===== src/rtl/truth_table_extractor.sv =====
// Purpose : reads back the truth table of an N_IN-input, 1-output combinational DUT by driving
//           every minterm, waiting SETTLE_CYC cycles, sampling probe_out and returning the packed table.
// Latency : busy for 2**N_IN*(SETTLE_CYC+1) cycles after start; done pulses in the following cycle.
// Backpressure: none; start is only honoured in IDLE, requests while busy/done are dropped, not queued.
// Ports   : clk, rst_n (async active-low), start -> request extraction;
//           probe_in -> minterm index to DUT (MSB = first DUT input); probe_out <- DUT output;
//           busy (SETTLE/SAMPLE), done (1-cycle pulse), table_out (bit i = output for minterm i).
// Optional: define TT_CHECK_EN to add expected_tt (in), mismatch and mismatch_map (out) golden compare.
module truth_table_extractor #(
   parameter int N_IN       = 2,
   parameter int SETTLE_CYC = 2
) (
   input  logic                   clk,
   input  logic                   rst_n,
   input  logic                   start,
   output logic [N_IN-1:0]        probe_in,
   input  logic                   probe_out,
   output logic                   busy,
   output logic                   done,
   output logic [(1<<N_IN)-1:0]   table_out
`ifdef TT_CHECK_EN
   ,
   input  logic [(1<<N_IN)-1:0]   expected_tt,
   output logic                   mismatch,
   output logic [(1<<N_IN)-1:0]   mismatch_map
`endif
);

   localparam int TW = 1 << N_IN;
   localparam int CW = (SETTLE_CYC > 1) ? $clog2(SETTLE_CYC) : 1;
   localparam logic [N_IN:0]  IDX_LAST = (N_IN+1)'(TW - 1);
   localparam logic [CW-1:0]  CNT_LAST = CW'(SETTLE_CYC - 1);

   typedef enum logic [1:0] {IDLE, SETTLE, SAMPLE, DONE} state_t;

   state_t          state;
   state_t          next_state;
   logic [N_IN:0]   idx;
   logic [CW-1:0]   cnt;
   logic [TW-1:0]   work;
   logic [TW-1:0]   final_tt;

   // State register
   always_ff @(posedge clk or negedge rst_n) begin
      if (!rst_n) state <= IDLE;
      else        state <= next_state;
   end

   // Next-state and state-decoded outputs
   always_comb begin
      next_state = state;
      busy       = 1'b0;
      done       = 1'b0;
      case (state)
         IDLE:   if (start) next_state = SETTLE;
         SETTLE: begin
            busy = 1'b1;
            if (cnt == CNT_LAST) next_state = SAMPLE;
         end
         SAMPLE: begin
            busy       = 1'b1;
            next_state = (idx == IDX_LAST) ? DONE : SETTLE;
         end
         DONE: begin
            done       = 1'b1;
            next_state = IDLE;
         end
         default: next_state = IDLE;
      endcase
   end

   // Probe is only driven while a minterm is active; parked at 0 in IDLE/DONE.
   assign probe_in = busy ? idx[N_IN-1:0] : '0;

   // Work table with the current sample merged in. Loading table_out from this on the
   // final SAMPLE edge makes the complete table visible in the same cycle done is high,
   // and table_out never carries a partially filled table.
   always_comb begin
      final_tt                    = work;
      final_tt[idx[N_IN-1:0]]     = probe_out;
   end

   always_ff @(posedge clk or negedge rst_n) begin
      if (!rst_n) begin
         idx          <= '0;
         cnt          <= '0;
         work         <= '0;
         table_out    <= '0;
`ifdef TT_CHECK_EN
         mismatch     <= 1'b0;
         mismatch_map <= '0;
`endif
      end else begin
         case (state)
            IDLE: begin
               if (start) begin
                  idx <= '0;
                  cnt <= '0;
               end
            end
            SETTLE: begin
               if (cnt != CNT_LAST) cnt <= cnt + 1'b1;
            end
            SAMPLE: begin
               work <= final_tt;
               if (idx == IDX_LAST) begin
                  table_out    <= final_tt;
`ifdef TT_CHECK_EN
                  // Golden table must be stable by the final SAMPLE cycle; result is
                  // valid alongside table_out for the whole DONE cycle and after.
                  mismatch_map <= final_tt ^ expected_tt;
                  mismatch     <= |(final_tt ^ expected_tt);
`endif
               end else begin
                  idx <= idx + 1'b1;
                  cnt <= '0;
               end
            end
            DONE: begin
               idx <= '0;
               cnt <= '0;
            end
            default: ;
         endcase
      end
   end

endmodule


===== config.mk =====
export PLATFORM = sky130hd
export DESIGN_NAME = truth_table_extractor
export DESIGN_NICKNAME = d
export VERILOG_FILES = /design/src/rtl/truth_table_extractor.sv
export SDC_FILE = /design/constraint.sdc
export NUM_CORES = 1
export LEC_CHECK = 0
export CELL_PAD_IN_SITES_DETAIL_PLACEMENT = 0
export CELL_PAD_IN_SITES_GLOBAL_PLACEMENT = 1
export CORE_MARGIN = 10
export CORE_UTILIZATION = 37
export DETAILED_ROUTE_END_ITERATION = 10
export PLACE_DENSITY_LB_ADDON = 0.1
export SYNTH_ARGS = -nofsm -noshare
export SYNTH_HDL_FRONTEND = slang
export SYNTH_SLANG_ARGS = --single-unit

===== constraint.sdc =====
create_clock -name clk -period 1.6 [get_ports clk]
set_input_delay 0.32 -clock clk [delete_from_list [all_inputs] [get_ports clk]]
set_output_delay 0.32 -clock clk [all_outputs]
set_load 0.03 [all_outputs]

# Word level (Yosys, flattened, before mapping)
# Cells that the tools add are included.
# W data, S select, Z words.
# totals
regBits	14
in_bits	4
output_inout_bits	8
wordCells	41
# op_classes
add_sub_neg	2
order_cmp	2
n_eq_ne	7
n_mux	17
n_reduce_logical	8
# ops
op	count
$pmux W3 S3	1
$mux W2	4
$pmux W2 S4	1
$mux W1	6
$mux W3	2
$ne A2 B2 Y1 const B	3
$reduce_and A2 Y1	3
$bwmux W4	1
$eq A2 B2 Y1 const B	2
$pmux W1 S4	1
$add A3 B1 Y3 const B	1
$eq A3 B2 Y1 const B	1
$lt A2 B3 Y1 const B	1
$reduce_and A3 Y1	1
$reduce_bool A3 Y1	1
$demux W1 S2	1
$eq A2 B1 Y1 const B	1
$ge A2 B1 Y1 const B	1
$logic_not A2 Y1	1
$reduce_or A2 Y1	1
$add A1 B1 Y1 const B	1
$logic_and A1 B1 Y1	1

# Depth between registers and ports, before layout
# depth
word_depth	5
ltp_mapped	7
mapped_depth_nobuf	5

# Worst setup path after synthesis
# OpenSTA, ideal clock, no wires.
# synth_timing
kind	register -> output
from	register state[1]
to	output port probe_in[0]
arrival_ns	1.259
t_required_ns	1.280
setup_slack_ns	0.021
path_stages_with_launch	4
n_path_buf	0
path_cell_list	dfrtp_1 -> inv_1 -> ha_1 -> and2_1
# synth_between
elab_chain_cells	4
elab_cells_between_ends	5
cone_classes	eq/ne: 2; mux: 2; reduce/logical: 1
# synth_rtl
item	line_no	rtl
from (decl)	36	state_t state;
from (signal assigned)	46	else state <= next_state;
$eq A2 B1 Y1 or $eq A2 B2 Y1 (tied branches)	54	case (state)
$reduce_or A2 Y1 (no source line) *	-	
$mux W1 *	54	
net busy	18	output logic busy,
$mux W2 *	73	assign probe_in = busy ? idx[N_IN-1:0] : '0;
to (decl)	16	output logic [N_IN-1:0] probe_in,
# The timed path passes the listed nets; every way through them passes the cells marked *.

# Worst setup path after layout
# layout_timing
from	register state[1]
to	output port probe_in[0]
# layout_between
elab_chain_cells	4
elab_cells_between_ends	5
cone_classes	eq/ne: 2; mux: 2; reduce/logical: 1
# layout_rtl
item	line_no
$eq A2 B1 Y1 or $eq A2 B2 Y1 (tied branches)	54
$reduce_or A2 Y1 (no source line) *	-
$mux W1 *	54
$mux W2 *	73
# Every way passes the cells marked *; elsewhere a longest branch is shown, timed or not.

==> results by group <==
Setup path
  – CP endpoint: probe_in[0]
  – CP required: 1.28 ns
  – CP arrival: between 1 and 1.5 ns
  – CP max stage cell: dfrtp_1
  – Crit start category: register
  – R2R cell count: 6
  – CP Launch Point: state[1]$_DFFE_PN0P_
  – Family with the most delay on the worst path: flip-flops
  – Worst reg2reg path endpoint: idx[1]$_DFFE_PN0P_
  – Crit-path max FO: 3
  – Worst path depth: 5
  – Crit path largest cell delay: approximately 0.4 ns
  – Cells along the critical path: buf_6 -> inv_4 -> ha_4 -> and2_4 -> buf_6
  – Most used cell, CP: buf_6
  – Crit Path Category: reg2out
  – Crit. End Element: output pin
  – Worst reg-to-reg setup slack: about 0.030 ns
  – Reg2reg start: state[1]$_DFFE_PN0P_
  – CP Buf/Inv Count: 3

CTS
  – Clock buffer count from CTS: 3
  – Maximum clock path buffer count: 2
  – Hold-fix buffers, CTS: 0
  – Clk pin slew, worst setup/hold paths: about 0.080 ns
  – CTS tree: done
  – H-tree Lvls: 1
  – Worst skew pair latency: around 0.28 ns
  – Clk root buf: clkbuf_4
  – Clk sinks: 14

Placement
  – GPL Wtd Cong: roughly 0.7
  – I/O Buffers: 11
  – DP HPWL: around 1.1 mm
  – Area after DPL: approximately 970 µm²

Pwr
  – Net Switching: between 0.6 and 0.7 mW
  – Worst ir drop on vdd: 739.2 µV
  – Net Sw Frac: 37.85%
  – Sequential power share: 31.2%
  – Internal Power: about 1.1 mW
  – Clock share of power: between 10% and 20%
  – Power density cells: roughly 1600 mW/mm²
  – Power share of the combinational group: a little under three fifths
  – Total power: about 1.7 mW
  – Pleak: 0.5005 nW

Detailed routing
  – Detail Route Antenna Nets: 0
  – Drt drc: 0
  – Total Wirelength: about 1.5 mm
  – Vias: 551
  – Initial DRC count: 10
  – Vias per std cell: roughly 4.6
  – Pre-antenna DRT Iters: 2
  – Routed wire length per instance: 12.02 µm

Synth
  – Synth area leader: dfrtp_1
  – Synth Warn #: 0
  – Largest cells by area after synthesis: dfrtp_1 44%, ha_1 14%, mux2i_1 8.7%
  – Asr flop ratio synth: 100.0%
  – Syn Area/Cell: between 10 and 15 µm²
  – Area share of the largest cell type after synthesis: a little over two fifths
  – Count leader, synth: dfrtp_1
  – Synthesized flop and latch total: 14
  – Syn Std Cell Area: 804.5 µm²
  – Synth cell count leaders: 14 x dfrtp_1, 9 x ha_1, 7 x mux2i_1
  – Register area share after synthesis: 43.55%
  – Main synth FF type: dfrtp_1
  – Syn Inst Count: between 60 and 70
  – EDFF count, synth: 0
  – Net count after synthesis: 81
  – Synth cell types: 22

STA
  – Crit share post-route: 101.4%
  – Worst Clk Skew: 0.003945 ns
  – Worst Slack Setup Final: -0.02231 ns
  – RSZ-0062 raised after global routing: yes
  – Fin Hold WS: about 0.34 ns
  – Slew headroom: 79.64%
  – Period minus WS final: between 1.5 and 2 ns
  – Setup Viol. Count Final: 2
  – Worst-Margin Slew: ~0.3 ns
  – Max Freq: 0.6164 GHz
  – Slew Viols, Final: 0
  – Hold Vio Cnt, Final: 0

Final layout
  – N_diodes: 0
  – Area Growth Syn to Fin: 33.28%
  – Fraction of layout cells with a size suffix above 1: 43.62%
  – Final Cell Area: around 0.0011 mm²
  – FILL cells: a little under 200
  – Final net count: 109
  – Final core utilization: 53.03%

Global routing
  – First-pass GRT wire length: between 2 and 2.5 mm
  – Vias in the first global route: ~520
  – Total gr overflow: 0
  – Largest net degree at the start of global routing: 15
  – Antenna violations before repair: 0
  – Global Route Usage Sum: approximately 7.1%

Die
  – Die Y-Extent: ~67 µm
  – Number of top-level pins: 12
  – Die area: 0.004440 mm²
  – Starting Density: ~40%
  – Rows: 16
  – Core ar.: 0.002022 mm²
  – Die Width: about 67 µm

Outcome
  – Status: finished with violations
  – Failing checks: negative setup slack

Min path
  – HP Class: in2async

Flow run
  – Max cap viols: 0
==> per-layer routing <==
metal  part of all wire (%)  track usage [%]  vias up
li1                       -                -      282
met1                     44            7.567      252
met2                     47            11.37       11
met3                    6.3            2.676        6
met4                    2.1            4.712        0
met5                      0                0        -
==> what timing repair did <==
action / CTS / global route
endpoints found under the setup margin: 8 / 7
hold endpoints to repair: 0 / 0
resized for setup: 16 / 6
pin swaps: 0 / 2
buffers inserted: 2 / 4
==> worst reg2reg max path, cell delays in order (launching register included) <==
cell and delay (ns):
dfrtp_1 0.39, buf_6 0.13, buf_4 0.13, ha_2 0.18
and2_4 0.16, nor3_4 0.26, mux2i_1 0.24
==> power groups by stage <==
stage               combinational, mW  clock, mW  sequential (mW)
finish                          0.978      0.191            0.531
global route                     1.07      0.224            0.544
CTS                             0.973      0.198            0.533
detailed placement              0.876          0            0.536
global placement                0.877          0            0.530
floorplan                       0.576          0            0.572
==> how the worst min path moves through the flow <==
stage / to / slack [ns] / cells after the start
5_1_grt: work[3]$_DFFE_PN0N_ / 0.35 / 2
3_5_place_dp: work[3]$_DFFE_PN0N_ / 0.49 / 1
6_report: idx[1]$_DFFE_PN0P_ / 0.34 / 2
4_1_cts: work[0]$_DFFE_PN0N_ / 0.35 / 2
3_3_place_gp: work[1]$_DFFE_PN0N_ / 0.49 / 1
2_1_floorplan: cnt$_DFFE_PN0P_ / 0.02 / 0
==> registers in the layout, indices dropped and copies added (netlist names) <==
signal     flops
table_out      4
work           4
idx            3
state          2
cnt            1
==> cell type report <==
| cell class | instances | area (µm²) | share of cell area, % |
|---|---|---|---|
| Clock buffer | 3 | 22.52 | 2.100 |
| Inverter | 5 | 21.27 | 1.984 |
| Multi-Input combinational cell | 47 | 434.2 | 40.49 |
| Sequential cell | 14 | 351.6 | 32.79 |
| Tap cell | 27 | 33.78 | 3.151 |
| Timing Repair Buffer | 25 | 209.0 | 19.49 |
==> per-stage QoR <==
stage	worst slack (ns)	std cells	setup TNS [ns]
floorplan	0.02082	68	0
global placement	0.09721	112	0
detailed placement	0.04305	112	0
CTS	-0.03432	117	-0.06650
global route	-0.09217	121	-0.3976
finish	-0.02231	121	-0.04283
==> placed cells by master (no fill, tap or decap), types with 2 or more instances in the layout <==
master           netlist  routed
a21oi_1                4       4
inv_1                  5       3
buf_6                  1       3
clkbuf_4               0       3
nand2_1                6       6
and2_4                 1       3
ha_1                   9       6
clkdlybuf4s50_1        0       3
dlygate4sd2_1          0       4
mux2_2                 4       4
dfrtp_1               14      13
buf_4                  0      14
mux2i_1                7       7
ha_2                   0       2
nor2_1                 4       3
==> cells by family after synthesis <==
kind of cell    count (synthesis)  share of synthesized area (%)
compound gates                  8                          6.998
flops                          14                          43.55
mux                            12                          16.17
buf+inv                         7                          5.598
fa+ha+maj                       9                          14.00
simple gates                   18                          13.69
Note: power is estimated with default switching activity, not from simulation.
